<file path="src/rtl/rl_fifo_1r1w_ctrl.sv">
// FIFO controller for an external 1R1W RAM with a registered read address.
// A 2-entry output buffer turns the 1-cycle read latency into a full-rate FWFT stream.
module rl_fifo_1r1w_ctrl #(
  parameter int ABITS    = 10,
  parameter int DBITS    = 32,
  parameter int AF_LEVEL = 2**ABITS - 2,
  parameter int AE_LEVEL = 2
) (
  input  logic                   clk_i,
  input  logic                   rst_i,
  input  logic                   clr_i,
  input  logic                   wr_valid_i,
  output logic                   wr_ready_o,
  input  logic [DBITS-1:0]       wr_data_i,
  output logic                   rd_valid_o,
  input  logic                   rd_ready_i,
  output logic [DBITS-1:0]       rd_data_o,
  output logic [ABITS-1:0]       ram_waddr_o,
  output logic [DBITS-1:0]       ram_din_o,
  output logic                   ram_we_o,
  output logic [(DBITS+7)/8-1:0] ram_be_o,
  output logic [ABITS-1:0]       ram_raddr_o,
  input  logic [DBITS-1:0]       ram_dout_i,
  output logic [ABITS+1:0]       count_o,
  output logic                   full_o,
  output logic                   empty_o,
  output logic                   almost_full_o,
  output logic                   almost_empty_o
);

  localparam int DEPTH = 2**ABITS;
  localparam logic [ABITS:0]   RAM_FULL = DEPTH[ABITS:0];
  localparam logic [ABITS+1:0] AF_L     = AF_LEVEL[ABITS+1:0];
  localparam logic [ABITS+1:0] AE_L     = AE_LEVEL[ABITS+1:0];
  localparam logic [ABITS-1:0] PTR_ONE  = 1;

  logic [ABITS-1:0] wptr_q, wptr_d, rptr_q, rptr_d;
  logic [ABITS:0]   ram_cnt_q, ram_cnt_d;
  logic             inflight_q, inflight_d;
  logic [1:0]       out_occ_q, out_occ_d;
  logic [DBITS-1:0] b0_q, b0_d, b1_q, b1_d;
  logic [ABITS+1:0] count_q, count_d;
  logic             full_q, full_d, empty_q, empty_d;
  logic             af_q, af_d, ae_q, ae_d;
  logic             push, pop, fetch;
  logic [2:0]       occ_after_pop;
  logic [1:0]       slot;

  assign wr_ready_o     = ~full_q & ~rst_i;
  assign rd_valid_o     = (out_occ_q != 2'd0);
  assign rd_data_o      = b0_q;
  assign ram_waddr_o    = wptr_q;
  assign ram_din_o      = wr_data_i;
  assign ram_we_o       = push & ~clr_i;
  assign ram_be_o       = '1;
  assign ram_raddr_o    = rptr_q;
  assign count_o        = count_q;
  assign full_o         = full_q;
  assign empty_o        = empty_q;
  assign almost_full_o  = af_q;
  assign almost_empty_o = ae_q;

  // Fetching only uses the registered RAM count, so a word is never read in the cycle it is written.
  always_comb begin
    push          = wr_valid_i & wr_ready_o;
    pop           = rd_valid_o & rd_ready_i;
    occ_after_pop = {1'b0, out_occ_q} + {2'b00, inflight_q} - {2'b00, pop};
    fetch         = (ram_cnt_q != '0) & (occ_after_pop < 3'd2) & ~clr_i & ~rst_i;

    wptr_d     = push  ? wptr_q + PTR_ONE : wptr_q;
    rptr_d     = fetch ? rptr_q + PTR_ONE : rptr_q;
    ram_cnt_d  = ram_cnt_q + (ABITS+1)'(push) - (ABITS+1)'(fetch);
    inflight_d = fetch;
    out_occ_d  = out_occ_q + 2'(inflight_q) - 2'(pop);
    slot       = out_occ_q - 2'(pop);

    b0_d = b0_q;
    b1_d = b1_q;
    if (pop) b0_d = b1_q;
    if (inflight_q) begin
      if (slot == 2'd0) b0_d = ram_dout_i;
      else              b1_d = ram_dout_i;
    end

    if (clr_i) begin
      wptr_d     = '0;
      rptr_d     = '0;
      ram_cnt_d  = '0;
      inflight_d = 1'b0;
      out_occ_d  = 2'd0;
    end

    count_d = (ABITS+2)'(ram_cnt_d) + (ABITS+2)'(inflight_d) + (ABITS+2)'(out_occ_d);
    full_d  = (ram_cnt_d == RAM_FULL);
    empty_d = (count_d == '0);
    af_d    = (count_d >= AF_L);
    ae_d    = (count_d <= AE_L);
  end

  always_ff @(posedge clk_i) begin
    if (rst_i) begin
      wptr_q     <= '0;
      rptr_q     <= '0;
      ram_cnt_q  <= '0;
      inflight_q <= 1'b0;
      out_occ_q  <= 2'd0;
      b0_q       <= '0;
      b1_q       <= '0;
      count_q    <= '0;
      full_q     <= 1'b0;
      empty_q    <= 1'b1;
      af_q       <= 1'b0;
      ae_q       <= 1'b1;
    end else begin
      wptr_q     <= wptr_d;
      rptr_q     <= rptr_d;
      ram_cnt_q  <= ram_cnt_d;
      inflight_q <= inflight_d;
      out_occ_q  <= out_occ_d;
      b0_q       <= b0_d;
      b1_q       <= b1_d;
      count_q    <= count_d;
      full_q     <= full_d;
      empty_q    <= empty_d;
      af_q       <= af_d;
      ae_q       <= ae_d;
    end
  end

endmodule
</file>
<file path="config.mk">
export PLATFORM = sky130hd
export DESIGN_NAME = rl_fifo_1r1w_ctrl
export DESIGN_NICKNAME = d
export VERILOG_FILES = /design/src/rtl/rl_fifo_1r1w_ctrl.sv
export SDC_FILE = /design/constraint.sdc
export NUM_CORES = 1
export LEC_CHECK = 0
export ABC_AREA = 1
export CAP_MARGIN = 20
export CORE_MARGIN = 1.5
export CORE_UTILIZATION = 43
export CTS_CLUSTER_SIZE = 28
export DETAILED_ROUTE_END_ITERATION = 6
export PLACE_DENSITY = 0.78
export SLEW_MARGIN = 20
export SYNTH_ARGS = -nofsm -noshare
export SYNTH_HDL_FRONTEND = slang
export SYNTH_SLANG_ARGS = --single-unit
</file>
<file path="constraint.sdc">
create_clock -name clk_i -period 5.1 [get_ports clk_i]
set_input_delay 1.275 -clock clk_i [delete_from_list [all_inputs] [get_ports clk_i]]
set_output_delay 1.275 -clock clk_i [all_outputs]
set_load 0.005 [all_outputs]
</file>
Word level (Yosys, flattened, before mapping) --
Cells that the tools add are included.
Storage, ports and cells: bits in read-only memories 0, bits in latches 0, register bits 114, memories kept 0, memory bits (writable) 0
Operators by class: bitwise operators 11, $add $sub $neg 11, shift-type cells 0, magnitude comparators 3, multipliers 0, mux-type cells 6, equal/unequal tests 1, divide/modulo/power cells 0, reduce and logical (&&, ||, !) cells 6
Operator list (number):
- $mux 32 | 3
- $add 10x1->10 const B | 2
- $add 11x1->12 | 1
- $add 12x2->12 | 1
- $ge 12x10->1 const B | 1
- $le 12x2->1 const B | 1
- $logic_not 12->1 | 1
- $add 11x1->11 | 1
- $eq 11x11->1 const B | 1
- $mux 11 | 1
- $reduce_bool 11->1 | 1
- $sub 11x1->11 | 1
- $and 1x1->1 | 7
- $not 1->1 | 4
- $sub 2x1->2 | 2
- $add 2x1->3 | 1
- $lt 3x2->1 const B | 1
- $sub 3x1->3 | 1
- $add 2x1->2 | 1
- $logic_not 2->1 | 1
- $mux 2 | 1
- $reduce_and 2->1 | 1
- $reduce_bool 2->1 | 1
- $reduce_or 2->1 | 1
- $mux 1 | 1

Logic depth before layout (Yosys ltp) --
word-level depth 12, gate-level depth with buffers 35

Least setup slack after synthesis --
OpenSTA, ideal clock, no wires.
path kind input to register, from input port rd_ready_i, to register ae_q, in the netlist almost_empty_o, setup time 114 ps, buffers on the path 0, path slack -274 ps, stages on the path 29, arrival time 5260 ps, required time 4986 ps, cells stage by stage nand2_1 -> inv_2 -> nand2_1 -> o21ai_1 -> ha_1 -> inv_1 -> fa_1 -> nand2_1 -> nor2_1 -> nand2_2 -> inv_2 -> ha_1 -> inv_1 -> ha_1 -> fa_1 -> inv_1 -> nor2_1 -> inv_1 -> fa_1 -> nor2_4 -> inv_2 -> nor2_4 -> nand2_4 -> nor2_8 -> nand4_2 -> o21ai_2 -> nand3_1 -> nand2_1 -> nand2_1
On the way: word-level cells in the longest chain between the ends 11, elaborated cells on any way between the ends 14, classes of those cells add/sub: 5; order compare: 2; mux: 3; bitwise: 4
Ends and longest elaborated chain:
- start, declared | line 16 | input logic rd_ready_i,
- $and 1x1->1 | line 66 | pop = rd_valid_o & rd_ready_i;
- $sub 3x1->3 | line 67 | occ_after_pop = {1'b0, out_occ_q} + {2'b00, inflight_q} - {2'b00, pop};
- $lt 3x2->1 | line 68 | fetch = (ram_cnt_q != '0) & (occ_after_pop < 3'd2) & ~clr_i & ~rst_i;
- $and 1x1->1 (3 in series) | line 68
- $sub 11x1->11 | line 72 | ram_cnt_d = ram_cnt_q + (ABITS+1)'(push) - (ABITS+1)'(fetch);
- $mux 11 | line 85 | if (clr_i) begin
- net ram_cnt_d[1] | line 38 | logic [ABITS:0] ram_cnt_q, ram_cnt_d;
- $add 11x1->12 | line 93 | count_d = (ABITS+2)'(ram_cnt_d) + (ABITS+2)'(inflight_d) + (ABITS+2)'(out_occ_d);
- $add 12x2->12 | line 93
- $le 12x2->1 | line 97 | ae_d = (count_d <= AE_L);
- end signal, assigned | line 113 | ae_q <= 1'b1;
- end signal, assigned | line 126 | ae_q <= ae_d;
- end, declared | line 44 | logic af_q, af_d, ae_q, ae_d;
The timed path passes the listed nets, and every way through them passes these cells. A chain may end at the register's enable or synchronous reset.

Final worst setup path --
Ends and elaborated chain as after synthesis.

==> flow_metrics.tcl <==
set metrics [dict create \
    ant_nets 0 \
    slowest_stage "fa_2" \
    async_flop_share 0 \
    synthMuxAreaShare 0 \
    port_buffers 107 \
    hold_viol 0 \
    area_growth_pct 35.0 \
    drive_gt1_frac 0.172 \
    viasPerCell 4.95 \
    start_util 0.446 \
    skew_ns 0.00788 \
    dp_cells 1040 \
    cts_sinks 114 \
    worstSetupEndpointType "register" \
    r2r-end "almost_empty_o$_SDFF_PP1_" \
    r2r_slack_ns 0.62 \
    cts.path.max_buffers 2 \
    min_period_ns 4.89 \
    synth-xor-area-share 0.00307 \
    startpoint_type "primary input" \
    routabilityCongestion 0.845 \
    min_path_type "register to register" \
    synth_seq_cells 114 \
    finalSetupViolations 0 \
    diodes 0 \
    synth_compound_gate_area_share 0.125 \
    remaining_drc_errors 0 \
    ir_drop_mv 0.260 \
    synthAdderAreaFrac 0.0580 \
    grt_antenna_before_repair 0 \
    critPathKind "primary input to register" \
    core_region_area_sq_um 12800 \
    wl_per_cell_um 12.7 \
    firstDrtPassIters 5 \
    htree_levels 4 \
    synth_ff_type "dfxtp_1" \
    clk_latency_ns 0.41 \
    io_pins 176 \
    synthesis.area_sq_um 5700 \
    die_area_sq_um 14000 \
    drt_iter0_markers 383 \
    grt_pass1_vias 4792 \
    slew_headroom 0.309 \
    path_clk_slew_ns 0.05 \
    grt_usage 0.200 \
    outcome "complete, no violations" \
    reg2reg_from "out_occ_q[1]$_SDFF_PP0_" \
    synth_most_common_cell "nand2_1" \
    die_y_um 118 \
    hold_depth 2 \
    yosysTopAreaCellShare 0.400 \
    fmax_mhz 205 \
    slew_viol_final 0 \
    synth_top_area_cell "dfxtp_1" \
    cts_tree "yes" \
    synth_common_cells "152 x nand2_1, 130 x nor2_1, 114 x dfxtp_1, 68 x o21ai_0, 57 x inv_1" \
    fin_tns_setup_ns 0 \
    worst_path_largest_cell_delay_ns 0.54 \
    crit_fanout 2 \
    ys_seq_area_frac 0.400 \
    yosysWarnings 0 \
    fill_cells 1130 \
    power.density_nw_per_um2 559 \
    root_buffer "clkbuf_16" \
    synth_area_per_cell_sq_um 7.32 \
    synth-simple-area-share 0.297 \
    ctsHoldBuffers 0 \
    grt_max_degree 65 \
    synth_edf_count 0 \
    synth_cells 779 \
    p_total_w 0.00431 \
    synth_cell_types 36 \
    synth_top_family_by_area "simple AND/OR/NAND/NOR gates" \
    leakagePower_nw 3.06 \
    num_vias 5314 \
    grt_pass1_wl_um 22900 \
    rows 41 \
    max-cap-violations 0 \
    layout.cells.non_filler 1074 \
    final_core_util 0.602 \
    grt-ovfl-total 0 \
    die_w_um 118 \
    netlist_top_cells_area "dfxtp_1 40%, nand2_1 10%, nor2_1 8.6%" \
    worst_ep_arrival_time_ns 5.24 \
    min_period_over_period 0.958 \
    dpl.hpwl_um 9550 \
    worst_pin_slew_ns 1.03 \
    required_ns 5.45 \
    finalNetCount 982 \
    r2r_cells 33 \
    cts_buffers 17 \
    routed_wirelength_um 13600 \
    holdPathEnd "ram_waddr_o[9]$_SDFFE_PP0P_" \
    worstHoldStart "ram_waddr_o[9]$_SDFFE_PP0P_" \
]
registers in the layout, indices dropped and copies added, names as in the netlist:
name / cells
inflight_q: 1
almost_empty_o: 1
almost_full_o: 1
empty_o: 1
out_occ_q: 2
full_o: 1
b1_q: 32
rd_data_o: 32
count_o: 12
ram_waddr_o: 10
ram_cnt_q: 11
ram_raddr_o: 10
cell type report:
cell class / instances / area (sq um) / area share
Clock buffer: 21 / 450 / 0.0585
Clock inverter: 11 / 111 / 0.0145
Inverter: 72 / 275 / 0.0358
Multi-Input combinational cell: 530 / 2920 / 0.379
Sequential cell: 114 / 2280 / 0.297
Tap cell: 172 / 215 / 0.0280
Timing Repair Buffer: 154 / 1440 / 0.187
critical path, delay by kind of cell:
family / cells / cell delay (ns)
adders and majority gates: 6 / 1.72
AOI/OAI and AO/OA: 2 / 0.20
and+or+nand+nor: 15 / 1.39
buffers and inverters: 7 / 0.66
worst max-delay path by stage:
stage	from	end	slack (ns)	depth (start not counted)
after floorplan	rd_ready_i	empty_o$_SDFF_PP1_	-0.009	29
after global placement	rd_ready_i	empty_o$_SDFF_PP1_	-0.63	28
after detailed placement	rd_ready_i	empty_o$_SDFF_PP1_	-0.76	30
after CTS	rd_ready_i	almost_empty_o$_SDFF_PP1_	0.03	30
after global routing	rd_ready_i	almost_empty_o$_SDFF_PP1_	-0.04	31
final	rd_ready_i	almost_empty_o$_SDFF_PP1_	0.21	30
report_power, final:
part / total [W] / switching, W / internal, W / leakage [nW]
clock: 0.00113 / 0.000405 / 0.000725 / 0.281
combinational: 0.00201 / 0.00112 / 0.000889 / 1.85
sequential: 0.00116 / 0.0000891 / 0.00107 / 0.928
total: 0.00431 / 0.00162 / 0.00269 / 3.06
through the flow:
| step | hold slack, ns | instance area, sq um | setup slack (ns) |
|---|---|---|---|
| final | 0.463 | 7690 | 0.212 |
| after global routing | 0.490 | 7690 | -0.0391 |
| after CTS | 0.462 | 7590 | 0.0330 |
| after detailed placement | 0.452 | 7030 | -0.757 |
| after global placement | 0.451 | 7030 | -0.632 |
| after floorplan | 0.455 | 5780 | -0.00893 |
layout by cell type (no fill, tap or decap), types with 3 or more instances in the layout:
cell,n
clkinv_2,7
ha_4,3
o21ai_0,68
nor2_4,9
nor2_2,10
ha_1,16
and3_1,3
inv_1,52
a31oi_1,28
clkdlybuf4s50_1,106
nand3_2,6
nand4_1,13
nor3_1,14
dfxtp_1,114
nand3_1,19
clkbuf_16,17
clkbuf_1,3
buf_4,46
nor2_1,126
nand2_1,146
nor3_2,3
inv_2,18
nand2_2,11
a311oi_1,5
a21oi_1,18
conb_1,4
layer usage:
metal / share of wire / up-vias / global-route usage
met5: 0 / - / 0
met4: 0.026 / 0 / 0.101
met3: 0.053 / 27 / 0.0455
met2: 0.46 / 151 / 0.308
met1: 0.46 / 2426 / 0.263
li1: - / 2710 / -
cells by family (layout without fill, tap and decap cells):
logic type      count (synthesis)  in the layout
flops                         114            114
compound gates                128            128
simple gates                  372            372
other cells                     1              4
fa+ha+maj                      24             24
xor+xnor                        2              2
buf+inv                       138            258
repair_timing:
action	CTS	global route
pin swaps	3	19
gates resized for setup	4	22
endpoints found under the setup margin	9	8
setup buffers	0	1
Note: power is estimated with default switching activity, not from simulation.
